### src/rtl/instruction_fetch.sv
`default_nettype none
// ============================================================================
// Module   : instruction_fetch
// Purpose  : PC register, next-PC selection and synchronous imem addressing
//            for the fetch stage feeding decode/ALU; also latches jal link.
// Revision : 1.0  initial release
// ============================================================================
module instruction_fetch #(
  parameter logic [31:0] RESET_PC    = 32'h0000_0000,
  parameter int          IMEM_ADDR_W = 14
) (
  input  logic                   clock,
  input  logic                   reset,
  input  logic                   stall,
  input  logic                   Branch,
  input  logic                   nBranch,
  input  logic                   Jmp,
  input  logic                   Jal,
  input  logic                   Jr,
  input  logic                   Zero,
  input  logic [31:0]            Addr_Result,
  input  logic [31:0]            Read_data_1,
  output logic [IMEM_ADDR_W-1:0] imem_addr,
  input  logic [31:0]            imem_rdata,
  output logic [31:0]            Instruction,
  output logic [31:0]            branch_base_addr,
  output logic [31:0]            pc,
  output logic [31:0]            link_addr,
  output logic                   fetch_valid,
  output logic                   align_err
);

  typedef enum logic [0:0] {
    S_BOOT = 1'b0,
    S_RUN  = 1'b1
  } state_t;

  state_t      r_state;
  state_t      w_state_nxt;
  logic        w_run;
  logic        w_advance;
  logic        w_branch_taken;
  logic        w_jr_misaligned;
  logic [31:0] r_pc;
  logic [31:0] r_link;
  logic        r_align_err;
  logic [31:0] w_pc_plus4;
  logic [31:0] w_jump_target;
  logic [31:0] w_jr_target;
  logic [31:0] w_next_pc;

  // ---------------------------------------------------------------------------
  // Control FSM: BOOT covers the single cycle in which the RESET_PC word is
  // being read, so the first RUN cycle already has a valid Instruction.
  // ---------------------------------------------------------------------------
  always_ff @(posedge clock or posedge reset) begin
    if (reset) begin
      r_state <= S_BOOT;
    end else begin
      r_state <= w_state_nxt;
    end
  end

  always_comb begin
    w_state_nxt = r_state;
    w_run       = 1'b0;
    fetch_valid = 1'b0;
    case (r_state)
      S_BOOT: begin
        w_state_nxt = S_RUN;
      end
      S_RUN: begin
        w_state_nxt = S_RUN;
        w_run       = 1'b1;
        fetch_valid = 1'b1;
      end
      default: begin
        w_state_nxt = S_BOOT;
      end
    endcase
  end

  // ---------------------------------------------------------------------------
  // Next-PC selection
  // ---------------------------------------------------------------------------
  assign w_pc_plus4      = r_pc + 32'd4;
  assign w_branch_taken  = (Branch & Zero) | (nBranch & ~Zero);
  assign w_jr_target     = {Read_data_1[31:2], 2'b00};
  assign w_jump_target   = {w_pc_plus4[31:28], imem_rdata[25:0], 2'b00};
  assign w_advance       = w_run & ~stall;
  assign w_jr_misaligned = Jr & (Read_data_1[1:0] != 2'b00);

  always_comb begin
    w_next_pc = w_pc_plus4;
    if (Jr) begin
      w_next_pc = w_jr_target;
    end else if (Jmp | Jal) begin
      w_next_pc = w_jump_target;
    end else if (w_branch_taken) begin
      w_next_pc = Addr_Result;
    end
  end

  // ---------------------------------------------------------------------------
  // Architectural state. Stall freezes everything, link_addr included.
  // ---------------------------------------------------------------------------
  always_ff @(posedge clock or posedge reset) begin
    if (reset) begin
      r_pc        <= RESET_PC;
      r_link      <= 32'h0000_0000;
      r_align_err <= 1'b0;
    end else if (w_advance) begin
      r_pc <= w_next_pc;
      if (Jal) begin
        r_link <= w_pc_plus4;
      end
      if (w_jr_misaligned) begin
        r_align_err <= 1'b1;
      end
    end
  end

  // Address the word that will be current after the edge; this hides the
  // one-cycle memory read latency. Upper PC bits simply alias.
  always_comb begin
    imem_addr = RESET_PC[IMEM_ADDR_W+1:2];
    if (w_advance) begin
      imem_addr = w_next_pc[IMEM_ADDR_W+1:2];
    end else if (w_run) begin
      imem_addr = r_pc[IMEM_ADDR_W+1:2];
    end
  end

  assign Instruction      = imem_rdata;
  assign branch_base_addr = w_pc_plus4;
  assign pc               = r_pc;
  assign link_addr        = r_link;
  assign align_err        = r_align_err;

endmodule
`default_nettype wire

### config.mk
export PLATFORM = sky130hd
export DESIGN_NAME = instruction_fetch
export DESIGN_NICKNAME = d
export VERILOG_FILES = /design/src/rtl/instruction_fetch.sv
export SDC_FILE = /design/constraint.sdc
export NUM_CORES = 1
export LEC_CHECK = 0
export BUFFER_PORTS_ARGS = -buffer_cell sky130_fd_sc_hd__buf_4
export CAP_MARGIN = 5
export CORE_MARGIN = 3
export CORE_UTILIZATION = 35
export DETAILED_ROUTE_END_ITERATION = 16
export GPL_TIMING_DRIVEN = 1
export MAX_ROUTING_LAYER = met4
export PLACE_DENSITY = 0.63
export SYNTH_ARGS = -nofsm -noshare
export SYNTH_HDL_FRONTEND = slang
export SYNTH_SLANG_ARGS = --single-unit
### constraint.sdc
create_clock -name clock -period 4 [get_ports clock]
set_input_delay 0.6 -clock clock [delete_from_list [all_inputs] [get_ports clock]]
set_output_delay 0.6 -clock clock [all_outputs]
set_load 0.005 [all_outputs]
==> results.ini, run 1 <==
[run_status]
status=finished clean

[timing]
fmaxAchievable_mhz=298
min_period_over_period_pct=84.0
setup_ws_ns=0.639
tns_ns=0
slew_violations=0
layout_min_cycle_time_ns=3.36
tightest_slew_ns=0.857
setup_viol=0
hold_violations=0
grt_setup_unrepaired=false
finClkSkew_ns=0.00960
relSlewSlack_pct=42.7

[placed_design]
portBuffers=236
hpwl_mm=14.0
dp_worst_setup_slack_ns=0.957
gp_congestion=0.848

[layout]
fill_cells=1240
drive_gt1_share_pct=42.2
num-nets-final=841
diodes=0
syn2layout_area_growth_pct=41.5

[grt]
grt.busiest_layer=met2
grtUsageMet3_pct=5.20
grt-ovfl-total=0
antenna_found_initial=0
grt_max_degree=49
globalRouteMet1Util_pct=31.9
grtUsageMet2_pct=41.1
gr-usage-all-layers_pct=25.5
grt_pass1_vias=4994
grt_pass1_wl_mm=27.9

[synthesis]
seq_area_frac_synth_pct=35.2
synth_common_cells=dfrtp_1 (66), nand2_1 (60), buf_4 (36), nor2_1 (36), mux2_2 (32)
yosysTopAreaCellShare_pct=35.2
synth_enable_flop_cells=0
ys.warnings.count=0
yosys.cell_count.top_type=dfrtp_1
synth.avg_cell_area_sq_um=8.62
synth.distinct_cells=67
synth_ff_type=dfrtp_1
ys_top_cells_by_area=dfrtp_1 (35%), mux2_2 (7.7%), buf_4 (5.8%)
ys_seq_elements=66
syn-cell-area_sq_um=4700
synth.largest_area_cell=dfrtp_1
async_flop_share_pct=100
synth_nets=651
netlist_instances=545

[floorplanning]
rows=41
start_util_pct=36.5
coreArea_sq_um=12900
die_w_um=122
die_h_um=122
io-pin-count=249
die_area_sq_um=14800

[clock_network]
clk_path_buf_depth=2
cts_max_level=3
holdBufCountCts=0
worstSkewPairLatency_ns=0.35
cts_buffers=9
cts_tree=yes
root_buffer=clkbuf_16
post_cts_resized=0
cts_setup_buffers=0
cts_sinks=66
path_clk_slew_ns=0.05

[setup_path]
cp.arrival_ns=2.76
slowest_stage=dfrtp_1
worst_setup_path_end_kind=output port
worstPathCellList=ha_1 > nand4_1 > or3_1 > and3_1 > o32ai_1 > a21boi_0 > buf_4
crit_start=pc[2]$_DFFE_PP0P_
critPathRequiredTime_ns=3.40
slowest_delay_ns=0.50
crit_type=flop to output port
cp_max_fo=8
start_kind=flop
rr_startpoint=r_state$_DFF_PP0_

[routing]
ant_nets=0
via_per_inst=5.57
wirelength_mm=18.6
route.detailed.drc=0
first_iter_violations=414
drt_first_pass_iters=5
wl_per_cell_um=20.4
vias=5079

[pwr]
cellInternalPower_mw=1.80
p_comb_share_pct=34.1
p_sw_mw=0.864
p_leak_nw=3.09
seq_power_share_pct=36.7
sw_frac_of_total_pct=32.4
powerDensity_nw_per_um2=401
vdd_drop_max_mv=0.178
p_clk_share_pct=29.2
p_total_mw=2.67

[run]
cap_violations=0

[worst_hold_path]
min_path_type=primary input to async pin

state kept, by name, indices dropped and copies added, names as in the netlist:
signal,cells
pc,32
align_err,1
r_state,1
link_addr,32
path summary, 6_finish.rpt:
| path | endpoint | slack [ns] | depth (start not counted) |
|---|---|---|---|
| setup / recovery | imem_addr[10] | 0.64 | 7 |
| hold / removal | link_addr[3]$_DFFE_PP0P_ | 0.44 | 2 |
| setup reg to reg | link_addr[26]$_DFFE_PP0P_ | 1.31 | 5 |
| hold reg to reg | align_err$_DFFE_PP0P_ | 0.49 | 1 |
| max in group asynchronous | pc[21]$_DFFE_PP0P_ | 2.78 | 3 |
| min in group clock | pc[0]$_DFFE_PP0P_ | 0.48 | 2 |
power by group through the flow:
stage,sequential (mW),combinational [mW],clock (mW)
final,0.978,0.910,0.780
after global routing,1.00,0.993,0.823
after detailed placement,0.988,0.918,0
after floorplan,0.937,0.431,0
after CTS,0.977,0.921,0.797
after global placement,0.977,0.912,0
cell families after synthesis:
logic type | after synthesis | synth area share [%]
adder cells (fa/ha/maj) | 1 | 0.266
flip-flops | 66 | 35.2
multiplexers | 35 | 8.31
XOR/XNOR | 25 | 4.82
AO/OA/AOI/OAI | 123 | 17.7
other | 1 | 0.0798
buffers and inverters | 80 | 10.1
AND/OR/NAND/NOR | 214 | 23.6
layout make-up:
type	instances	area, sq um	area share, %
clock inverter	2	10.0	0.151
multi-input combinational	399	2580	38.9
clock buffer	14	274	4.12
tap	172	215	3.24
sequential	66	1650	24.8
inverter	8	30.0	0.452
timing repair buffer	251	1880	28.3
worst max-delay path, delay by kind of cell (launching register included):
family          cells  cell delay, ns
flops               1            0.50
buf+inv             1            0.18
simple gates        3            0.94
fa+ha+maj           1            0.30
compound gates      2            0.50
per-layer routing:
layer  part of all wire (%)  up-vias
li1                       -     2332
met1                     41     2450
met2                     48      265
met3                    8.8       32
met4                    2.2        0
met5                      0        -
per-stage QoR:
| step | hold slack [ns] | utilization (%) | instance area (sq um) | cells |
|---|---|---|---|---|
| finish | 0.444 | 51.6 | 6650 | 912 |
| global route | 0.491 | 51.6 | 6650 | 912 |
| CTS | 0.469 | 51.6 | 6650 | 912 |
| detailed placement | 0.470 | 49.4 | 6370 | 896 |
| global placement | 0.465 | 49.4 | 6370 | 896 |
| floorplan | 0.468 | - | 4700 | 545 |
cells in the final DEF (no fill, tap or decap), types with 5 or more instances in the layout:
cell type and instances:
a21oi_1 24, a221oi_1 5, a31oi_1 12, and2_1 9, and3_1 10, buf_4 251
clkbuf_16 9, dfrtp_1 66, inv_1 7, mux2_2 32, nand2_1 59, nand2b_1 11
nand3_1 27, nand4_1 13, nor2_1 35, nor3_1 10, nor4_1 11, o211ai_1 7
o21ai_0 27, o31ai_1 9, or3_1 7, xnor2_1 17, xor2_1 7
Note: power is estimated with default switching activity, not from simulation.
==> run 2, diff against run 1 <==
- clock period: 4 -> 3.4 ns (I/O delays scaled with it)
==> run 2 against run 1 <==
Count of clock-buffer cells in the layout stayed put. Utilization is 0.35 points higher. Sequential power up 18%. Sequential share of layout area fell by 0.17 points. Largest cell class unchanged. Largest power group unchanged. Highest routed layer unchanged.
==> results.ini, run 2 (synthesis gave the netlist of run 1 again) <==
[run_status]
status=finished clean

[routing]
first_iter_violations=425
route.detailed.drc=0
via_per_inst=5.53
wirelength_mm=18.6
drt_first_pass_iters=5
wl_per_cell_um=20.3
vias=5069
ant_nets=0

[timing]
min_period_over_period_pct=94.3
slew_violations=0
layout_min_cycle_time_ns=3.21
grt_setup_unrepaired=false
relSlewSlack_pct=44.0
fmaxAchievable_mhz=312
tightest_slew_ns=0.837
hold_violations=0
finClkSkew_ns=0.00682
setup_viol=0
tns_ns=0

[clock_network]
holdBufCountCts=0
cts_tree=yes
root_buffer=clkbuf_16
cts_max_level=3
worstSkewPairLatency_ns=0.34
clk_path_buf_depth=2
post_cts_resized=0
path_clk_slew_ns=0.06
cts_setup_buffers=0
cts_buffers=9
cts_sinks=66

[grt]
antenna_found_initial=0
grt-ovfl-total=0
gr-usage-all-layers_pct=25.6
grt_max_degree=37
grt_pass1_vias=5157
grt_pass1_wl_mm=28.4

[setup_path]
slowest_stage=or4_1
worstPathCellList=ha_1 > nand4_1 > or4_1 > or2_4 > xnor2_2 > buf_4
slowest_delay_ns=0.70
cp_top_family=simple AND/OR/NAND/NOR gates
reg2reg_slack_ns=0.81
cp_max_fo=8
worst_setup_path_end_kind=output port
start_kind=flop
cp.arrival_ns=2.70
r2r_end=link_addr[20]$_DFFE_PP0P_
rr_startpoint=pc[2]$_DFFE_PP0P_
critPathBufInv=1
critPathRequiredTime_ns=2.89
cp.depth=6
crit_type=flop to output port
worstRegToRegCells=6

[layout]
num-nets-final=845
fill_cells=1262
syn2layout_area_growth_pct=42.5
drive_gt1_share_pct=42.3
final_common_cell=buf_4
final_cell_mix=buf_4 (255), dfrtp_1 (66), nand2_1 (59), nor2_1 (35), mux2_2 (32)
instances_no_fill=916
diodes=0
finish.utilization_pct=52.0

[floorplanning]
coreArea_sq_um=12900
die_area_sq_um=14800
rows=41
io-pin-count=249
start_util_pct=36.5
die_w_um=122
die_h_um=122

[pwr]
vdd_drop_max_mv=0.235
powerDensity_nw_per_um2=477
p_leak_nw=3.12

[placed_design]
hpwl_mm=14.1
placed_cells_incl_taps=900
gp_congestion=0.877
portBuffers=236

[worst_hold_path]
min_path_type=primary input to async pin

[run]
cap_violations=0

==> run 2: cell types whose count changed in the layout (fill, tap and decap cells not counted), sizes merged <==
cell	before	now
clkinv	2	1
bufinv	0	1
buf	251	255
==> run 2: layout make-up <==
class	count	area [sq um]	share of cell area, %
multi-input cells	399	2580	38.6
clock buffers	14	264	3.94
clock inverters	2	35.0	0.523
repair buffers	255	1910	28.6
flip-flops and latches	66	1650	24.7
well taps	172	215	3.21
inverters	8	30.0	0.449
==> run 2: metrics by stage <==
step           cell area [sq um]  worst slack (ns)  total power, mW  hold slack, ns
3_5_place_dp                6400             0.584             2.24           0.473
3_3_place_gp                6400             0.645             2.23           0.463
5_1_grt                     6700            0.0472             3.37           0.314
4_1_cts                     6700             0.209             3.22           0.286
6_report                    6700             0.192             3.19           0.270
2_1_floorplan               4700             0.982             1.61           0.468
==> run 2: layer usage <==
layer,global-route usage [%],vias to the layer above,routed length [um]
li1,-,2338,-
met1,31.8,2462,7680
met2,41.3,244,8910
met3,5.85,25,1620
met4,8.61,0,388
met5,-,-,0
==> run 2: worst max path at each step <==
stage / start / endpoint
floorplan: pc[2]$_DFFE_PP0P_ / branch_base_addr[20]
detailed placement: pc[2]$_DFFE_PP0P_ / branch_base_addr[20]
CTS: pc[2]$_DFFE_PP0P_ / branch_base_addr[20]
global placement: pc[2]$_DFFE_PP0P_ / branch_base_addr[20]
finish: pc[2]$_DFFE_PP0P_ / branch_base_addr[20]
global route: pc[2]$_DFFE_PP0P_ / imem_addr[10]
==> run 2: report_power, final <==
group | leakage [nW] | switching, mW | internal [mW]
clock | 0.147 | 0.363 | 0.608
sequential | 0.787 | 0.190 | 0.955
combinational | 2.18 | 0.458 | 0.619
==> run 2: worst min-delay path: stages <==
cell   delay [ns]
buf_4        0.11
inv_2        0.04
buf_4        0.36
